`src/rtl/bvudiv_pkg.sv`:
```
// rtl/bvudiv_pkg.sv - shared types and reference arithmetic for the sequential bvudiv/bvurem divider
package bvudiv_pkg;

    typedef enum logic [1:0] {IDLE, CALC, DONE} state_t;

    function automatic logic [63:0] all_ones(input int w);
        logic [63:0] m;
        m = '0;
        for (int i = 0; i < 64; i++) begin
            if (i < w) m[i] = 1'b1;
        end
        return m;
    endfunction

    // SMT-LIB semantics: division by zero yields all-ones quotient and the dividend as remainder
    function automatic logic [63:0] ref_udiv(input logic [63:0] a, input logic [63:0] b, input int w);
        if (b == '0) return all_ones(w);
        return a / b;
    endfunction

    function automatic logic [63:0] ref_urem(input logic [63:0] a, input logic [63:0] b);
        if (b == '0) return a;
        return a % b;
    endfunction

endpackage

```
`src/rtl/bvudiv_step.sv`:
```
// rtl/bvudiv_step.sv - one combinational restoring-division step
module bvudiv_step #(
    parameter int W = 4
) (
    input  logic [W:0]   r,
    input  logic         q_msb,
    input  logic [W-1:0] b,
    output logic [W:0]   r_next,
    output logic         q_bit
);

    logic [W:0] t;
    logic       unused_r_msb;

    // r stays below b after every step, so its top bit is always zero
    assign unused_r_msb = r[W];
    assign t            = {r[W-1:0], q_msb};

    always_comb begin
        r_next = t;
        q_bit  = 1'b0;
        if (t >= {1'b0, b}) begin
            r_next = t - {1'b0, b};
            q_bit  = 1'b1;
        end
    end

endmodule

```
`src/rtl/bvudiv_seq.sv`:
```
// rtl/bvudiv_seq.sv - W-bit sequential bvudiv/bvurem, one quotient bit per cycle; BVUDIV_SKOLEM_CHECK_EN adds chk_ok
module bvudiv_seq
    import bvudiv_pkg::*;
#(
    parameter int W = 4
) (
    input  logic         clk,
    input  logic         rst,
    input  logic         in_valid,
    output logic         in_ready,
    input  logic [W-1:0] in_a,
    input  logic [W-1:0] in_b,
    output logic         out_valid,
    input  logic         out_ready,
    output logic [W-1:0] out_q,
    output logic [W-1:0] out_r,
    output logic         out_dbz
`ifdef BVUDIV_SKOLEM_CHECK_EN
    ,
    output logic         chk_ok
`endif
);

    localparam int CNT_W = $clog2(W + 1);

    state_t           state;
    logic [W-1:0]     q_reg;
    logic [W-1:0]     b_reg;
    logic [W:0]       r_reg;
    logic [CNT_W-1:0] cnt;
    logic [W:0]       r_next;
    logic             q_bit;
    logic [W-1:0]     q_shift;

    bvudiv_step #(.W(W)) u_step (
        .r      (r_reg),
        .q_msb  (q_reg[W-1]),
        .b      (b_reg),
        .r_next (r_next),
        .q_bit  (q_bit)
    );

    assign q_shift = {q_reg[W-2:0], q_bit};

`ifdef BVUDIV_SKOLEM_CHECK_EN
    logic [W-1:0]   a_reg;
    logic [2*W-1:0] recon;
    logic           chk_final;

    // Independent witness check on the final-step values: q*b + r == a in 2W bits and r < b
    assign recon     = {{W{1'b0}}, q_shift} * {{W{1'b0}}, b_reg} + {{W{1'b0}}, r_next[W-1:0]};
    assign chk_final = (recon == {{W{1'b0}}, a_reg}) && (r_next[W-1:0] < b_reg);
`endif

    always_ff @(posedge clk or posedge rst) begin
        if (rst) begin
            state     <= IDLE;
            in_ready  <= 1'b1;
            out_valid <= 1'b0;
            out_q     <= '0;
            out_r     <= '0;
            out_dbz   <= 1'b0;
            q_reg     <= '0;
            b_reg     <= '0;
            r_reg     <= '0;
            cnt       <= '0;
`ifdef BVUDIV_SKOLEM_CHECK_EN
            a_reg     <= '0;
            chk_ok    <= 1'b0;
`endif
        end else begin
            case (state)
                IDLE: begin
                    if (in_valid) begin
                        q_reg    <= in_a;
                        b_reg    <= in_b;
                        r_reg    <= '0;
                        in_ready <= 1'b0;
`ifdef BVUDIV_SKOLEM_CHECK_EN
                        a_reg    <= in_a;
`endif
                        if (in_b != '0) begin
                            cnt   <= CNT_W'(W);
                            state <= CALC;
                        end else begin
                            out_q     <= W'(all_ones(W));
                            out_r     <= in_a;
                            out_dbz   <= 1'b1;
                            out_valid <= 1'b1;
                            state     <= DONE;
`ifdef BVUDIV_SKOLEM_CHECK_EN
                            chk_ok    <= (W'(all_ones(W)) == {W{1'b1}});
`endif
                        end
                    end
                end
                CALC: begin
                    r_reg <= r_next;
                    q_reg <= q_shift;
                    cnt   <= cnt - 1'b1;
                    if (cnt == CNT_W'(1)) begin
                        out_q     <= q_shift;
                        out_r     <= r_next[W-1:0];
                        out_dbz   <= 1'b0;
                        out_valid <= 1'b1;
                        state     <= DONE;
`ifdef BVUDIV_SKOLEM_CHECK_EN
                        chk_ok    <= chk_final;
`endif
                    end
                end
                DONE: begin
                    if (out_ready) begin
                        out_valid <= 1'b0;
                        in_ready  <= 1'b1;
                        state     <= IDLE;
                    end
                end
                default: state <= IDLE;
            endcase
        end
    end

endmodule

```
`config.mk`:
```
export PLATFORM = sky130hd
export DESIGN_NAME = bvudiv_seq
export DESIGN_NICKNAME = d
export VERILOG_FILES = /design/src/rtl/bvudiv_pkg.sv /design/src/rtl/bvudiv_step.sv /design/src/rtl/bvudiv_seq.sv
export SDC_FILE = /design/constraint.sdc
export NUM_CORES = 1
export LEC_CHECK = 0
export ABC_AREA = 1
export BUFFER_PORTS_ARGS = -buffer_cell sky130_fd_sc_hd__buf_2
export CAP_MARGIN = 20
export CORE_MARGIN = 5
export CORE_UTILIZATION = 59
export CTS_CLUSTER_DIAMETER = 50
export DETAILED_ROUTE_END_ITERATION = 10
export PLACE_DENSITY = 0.86
export RECOVER_POWER = 50
export SLEW_MARGIN = 10
export SYNTH_ARGS = -nofsm -noshare
export SYNTH_HDL_FRONTEND = slang
export SYNTH_SLANG_ARGS = --single-unit
```
`constraint.sdc`:
```
create_clock -name clk -period 2.95 [get_ports clk]
set_input_delay 0.295 -clock clk [delete_from_list [all_inputs] [get_ports clk]]
set_output_delay 0.295 -clock clk [all_outputs]
set_load 0.005 [all_outputs]
```
After elaboration in Yosys (flattened, before gate mapping). Cells that the tools add are included.

Flip-flop bits (word level): 28. Bits of input ports: 12. Output and inout port bits: 11. Word-level logic and storage cells: 65.

$add $sub $neg: 2. $lt $le $gt $ge: 1. Equal/unequal tests: 8. Muxes and demuxes: 32. Reductions and logical operators: 12.

Operators with widths (number): $mux 4 (9); $pmux 4 s2 (4); $ne 2x2->1 const B (5); $reduce_and 3->1 (3); $mux 1 (8); $mux 2 (4); $mux 3 (2); $pmux 2 s3 (1); $pmux 3 s2 (1); $ge 5x4->1 (1); $reduce_and 5->1 (1); $pmux 1 s2 (2); $reduce_and 2->1 (2); $reduce_and 4->1 (1); $reduce_bool 2->1 (2); $reduce_bool 4->1 (1); $sub 4x4->4 (1); $eq 3x1->1 const B (1); $pmux 1 s3 (1); $reduce_bool 3->1 (1); $sub 3x1->3 const B (1); $eq 2x1->1 const B (1); $eq 2x2->1 const B (1); $logic_not 2->1 (1).

Depth between registers and ports, before layout.
Depth in word-level cells: 4. Gate-level depth with buffers: 12. Depth with buffers taken out: 12.

By module. A second synthesis with hierarchy kept.

Cells, all modules: 219. Area total of the unflattened synthesis: 1635.3 um^2.

By module, submodules not included: bvudiv_seq (instances 1, cells each 164, area each 1322.5 um^2, sequential area each 726.9 um^2); bvudiv_step (instances 1, cells each 55, area each 312.8 um^2, sequential area each 0.0 um^2).

Worst setup path before layout. OpenSTA, ideal clock, no wires.

Kind: reg-to-reg. Start: register r_reg[1]. End: register out_r[0]. Library setup time: 0.113 ns. Arrival: 1.464 ns. Data required time: 2.837 ns. Slack: 1.374 ns. Cell stages (with the launch flop): 10. Path buffers: 0. Period minus slack after synthesis: 1.576 ns. Path through: dfrtp_1 > ha_1 > a21oi_1 > nand2_1 > nand2_1 > nand2_1 > nand3_1 > nand3_1 > nand2_1 > inv_1.

Cells in the longest elaborated chain, start to end: 4.

RTL lines: start, declared (line bvudiv_seq.sv:29) `logic [W:0] r_reg;`; start signal, assigned (line bvudiv_seq.sv:98) `r_reg <= r_next;`; $ge 5x4->1 (line bvudiv_step.sv:22) `if (t >= {1'b0, b}) begin`; $mux 4 (line bvudiv_step.sv:22); $mux 4 (line bvudiv_seq.sv:101) `if (cnt == CNT_W'(1)) begin`; $pmux 4 s2 (line bvudiv_seq.sv:72) `case (state)`; end signal, assigned (line bvudiv_seq.sv:87) `out_r <= in_a;`; end signal, assigned (line bvudiv_seq.sv:103) `out_r <= r_next[W-1:0];`; end, declared (line bvudiv_seq.sv:16) `output logic [W-1:0] out_r,`.

No other way between the ends. The select of a mux whose other input is x is not followed. A chain may end at the register's enable or synchronous reset.

Final worst setup path.
Start: register state[1]. End: register out_r[2].

Cells in the longest elaborated chain, start to end: 3. Elaborated cells between the ends (all ways): 8. Those cells by class: eq/ne (4); mux (1); reduce/logical (3).

RTL lines: start, declared (line bvudiv_seq.sv:26) `state_t state;`; start signal, assigned (line bvudiv_seq.sv:57) `state <= IDLE;`; start signal, assigned (line bvudiv_seq.sv:84) `state <= CALC;`; start signal, assigned (line bvudiv_seq.sv:90) `state <= DONE;`; $eq 2x1->1 or $logic_not 2->1 (tied branches) (line bvudiv_seq.sv:72); $ne 2x2->1 (no line) or $reduce_bool 2->1 (tied branches); $reduce_and 4->1 (no line).

Parallel ways exist; a longest one is shown, timed or not.

==> flow_summary.toml <==
[outcome]
outcome = "finished, final reports clean"

[routing]
num_vias = 1259
viasPerCell = 5.25
ant_nets = 0
drc = 0
first_iter_violations = 38
wl_um = 3110
wl_per_cell_um = 13.0
first_pass_iters = 6

[timing]
rsz0062_at_grt = "false"
fmax_mhz = 471
min_period_ns = 2.12
final_max_slew_viol_count = 0
clock_skew_ns = 0.00603
finalCritPeriodShare = 0.719
finalSetupViolCount = 0
finalHoldViolations = 0
slew_headroom = 0.317
tightest_slew_ns = 1.02
tns_ns = 0

[critical_path]
crit_arrival_ns = 2.38
crit_family = "simple AND/OR/NAND/NOR gates"
cp_slowest_stage_delay_ns = 0.65
crit_type = "reg2reg"
cp_num_buf_inv = 3
startpoint = "state[1]$_DFFE_PP0P_"
r2r_start = "state[1]$_DFFE_PP0P_"
crit_path_frequent_cell = "inv_1"
critPathCapture = "out_r[2]$_DFFE_PP0P_"
crit_slowest_cell = "nor2_1"
r2r_end = "out_r[2]$_DFFE_PP0P_"
required_ns = 3.21
cp_max_fo = 14
crit_chain = "nor2_1 -> inv_1 -> nand2_1 -> inv_1 -> nor2_2 -> nand3_1 -> nand2_1 -> inv_1"
start_kind = "register"
end_kind = "register"
r2r_cells = 8
ff2ff_setup_slack_ns = 0.83
cp.depth = 8

[run]
cap_violations = 0

[hold_path]
holdCritStartpoint = "in_b[0]"
hold_path_class = "in2reg"

[yosys]
yosys.area_share.simple = 0.257
yosys_register_bits = 28
synth-compound-area-share = 0.0878
postSynthAreaPerCell_um2 = 7.97
muxShareOfSynthArea = 0
yosys_warnings = 0
yosysSeqAreaShare = 0.473
synth_xor_area_frac = 0.0118
netlist_area_um2 = 1480
synth_cell_types = 24
synth_top_family_by_area = "simple AND/OR/NAND/NOR gates"
postSynthCellCount = 186
synth_adder_area_share = 0.0641
syn-num-nets = 205

[grt]
grt_overflow_total = 0
antenna_found_initial = 0
grt_max_degree = 29
globalRouteTotalUtil = 0.197
first_global_vias = 1305
grt_first_pass_wirelength_um = 5380

[power_and_ir_drop]
vdd_drop_max_v = 0.000691
power_w = 0.00193
p_per_area_nw_per_um2 = 1160
power.leakage_nw = 0.925

[placement]
port_buffers = 22
dp_cells = 234
gp_congestion = 0.773
placed_area_um2 = 1600
hpwl_um = 2370

[floorplan]
coreArea_um2 = 2430
rows = 18
start_util = 0.610
dieArea_um2 = 3620
die_h_um = 60.1
boundaryPins = 23
die_x_um = 60.1

[clock_network]
clk_latency_ns = 0.35
cts.sinks = 28
numCtsBuffers = 3
postCtsSetupRepairBufs = 0
cts_repair_resize_count = 0
cts_tree = "done"
path_clk_slew_ns = 0.15
cts_root_buffer = "clkbuf_4"
clockBufferDepth = 2
htree_levels = 1

[finish]
drive_gt1_frac = 0.157
final_cells = 240
final_cell_mix = "nand2_1 (55), inv_1 (32), dfrtp_1 (27)"
fillers = 207
fin_area_um2 = 1660
final_common_cell = "nand2_1"
syn2layout_area_growth_pct = 11.8
nets = 230
final_util = 0.682
diodes = 0
layer usage:
metal,up-vias,share of wire,track usage
met2,29,0.52,0.335
met3,13,0.023,0.0302
met4,0,0.032,0.120
met1,592,0.42,0.231
li1,625,-,-
met5,-,0,0
power by group:
part           total [W]  switching [W]  internal, W  leakage [nW]
logic           0.000982       0.000635     0.000348         0.561
clock network   0.000259       0.000122     0.000138        0.0279
registers       0.000686       0.000115     0.000571         0.337
total            0.00193       0.000871      0.00106         0.925
timing repair:
| item | 4_1_cts | 5_1_grt |
|---|---|---|
| setup endpoints to repair | 0 | 0 |
| hold buffers | 0 | 1 |
| endpoints found under the hold margin | 0 | 8 |
how the worst min path moves through the flow:
stage                                end  slack, ns  cells past startpoint
floorplan           b_reg[0]$_DFFE_PP0P_       0.36                      1
global placement    in_ready$_DFFE_PP1P_       0.45                      2
detailed placement  in_ready$_DFFE_PP1P_       0.45                      2
CTS                 b_reg[3]$_DFFE_PP0P_       0.17                      3
global route        b_reg[1]$_DFFE_PP0P_       0.18                      3
finish              b_reg[0]$_DFFE_PP0P_       0.17                      3
metrics by stage:
stage	setup WS (ns)	hold WS [ns]
floorplan	1.37	0.360
global placement	1.28	0.452
detailed placement	1.15	0.454
CTS	1.13	0.170
global route	0.530	0.180
finish	0.828	0.171
kinds of logic after synthesis:
group	after synthesis
AO/OA/AOI/OAI	23
XOR/XNOR	2
adder cells (fa/ha/maj)	7
buffers and inverters	38
flip-flops	28
AND/OR/NAND/NOR	88
worst min-delay path, stage by stage:
cell and delay (ns):
buf_2 0.09, nand2_1 0.05, nand2_1 0.06
cell type report:
cell class / count / area, um^2 / share of cell area
Clock buffer: 3 / 22.5 / 0.0136
Sequential cell: 28 / 702 / 0.423
Timing Repair Buffer: 24 / 121 / 0.0732
Inverter: 34 / 128 / 0.0770
Clock inverter: 1 / 30.0 / 0.0181
Tap cell: 30 / 37.5 / 0.0226
Multi-Input combinational cell: 120 / 617 / 0.372
synthesized netlist by cell type (all sizes together):
cell / n / area, um^2
a21oi: 3 / 26.3
buf: 4 / 28.8
dfrtp: 27 / 676
dfstp: 1 / 26.3
fa: 1 / 20.0
ha: 6 / 75.1
inv: 34 / 128
nand2: 55 / 206
nand3: 15 / 80.1
nand4: 4 / 25.0
nor2: 14 / 70.1
o211ai: 1 / 7.51
o21ai: 18 / 90.1
o22ai: 1 / 6.26
xnor2: 1 / 8.76
xor2: 1 / 8.76
(Power assumes the default switching activity.)
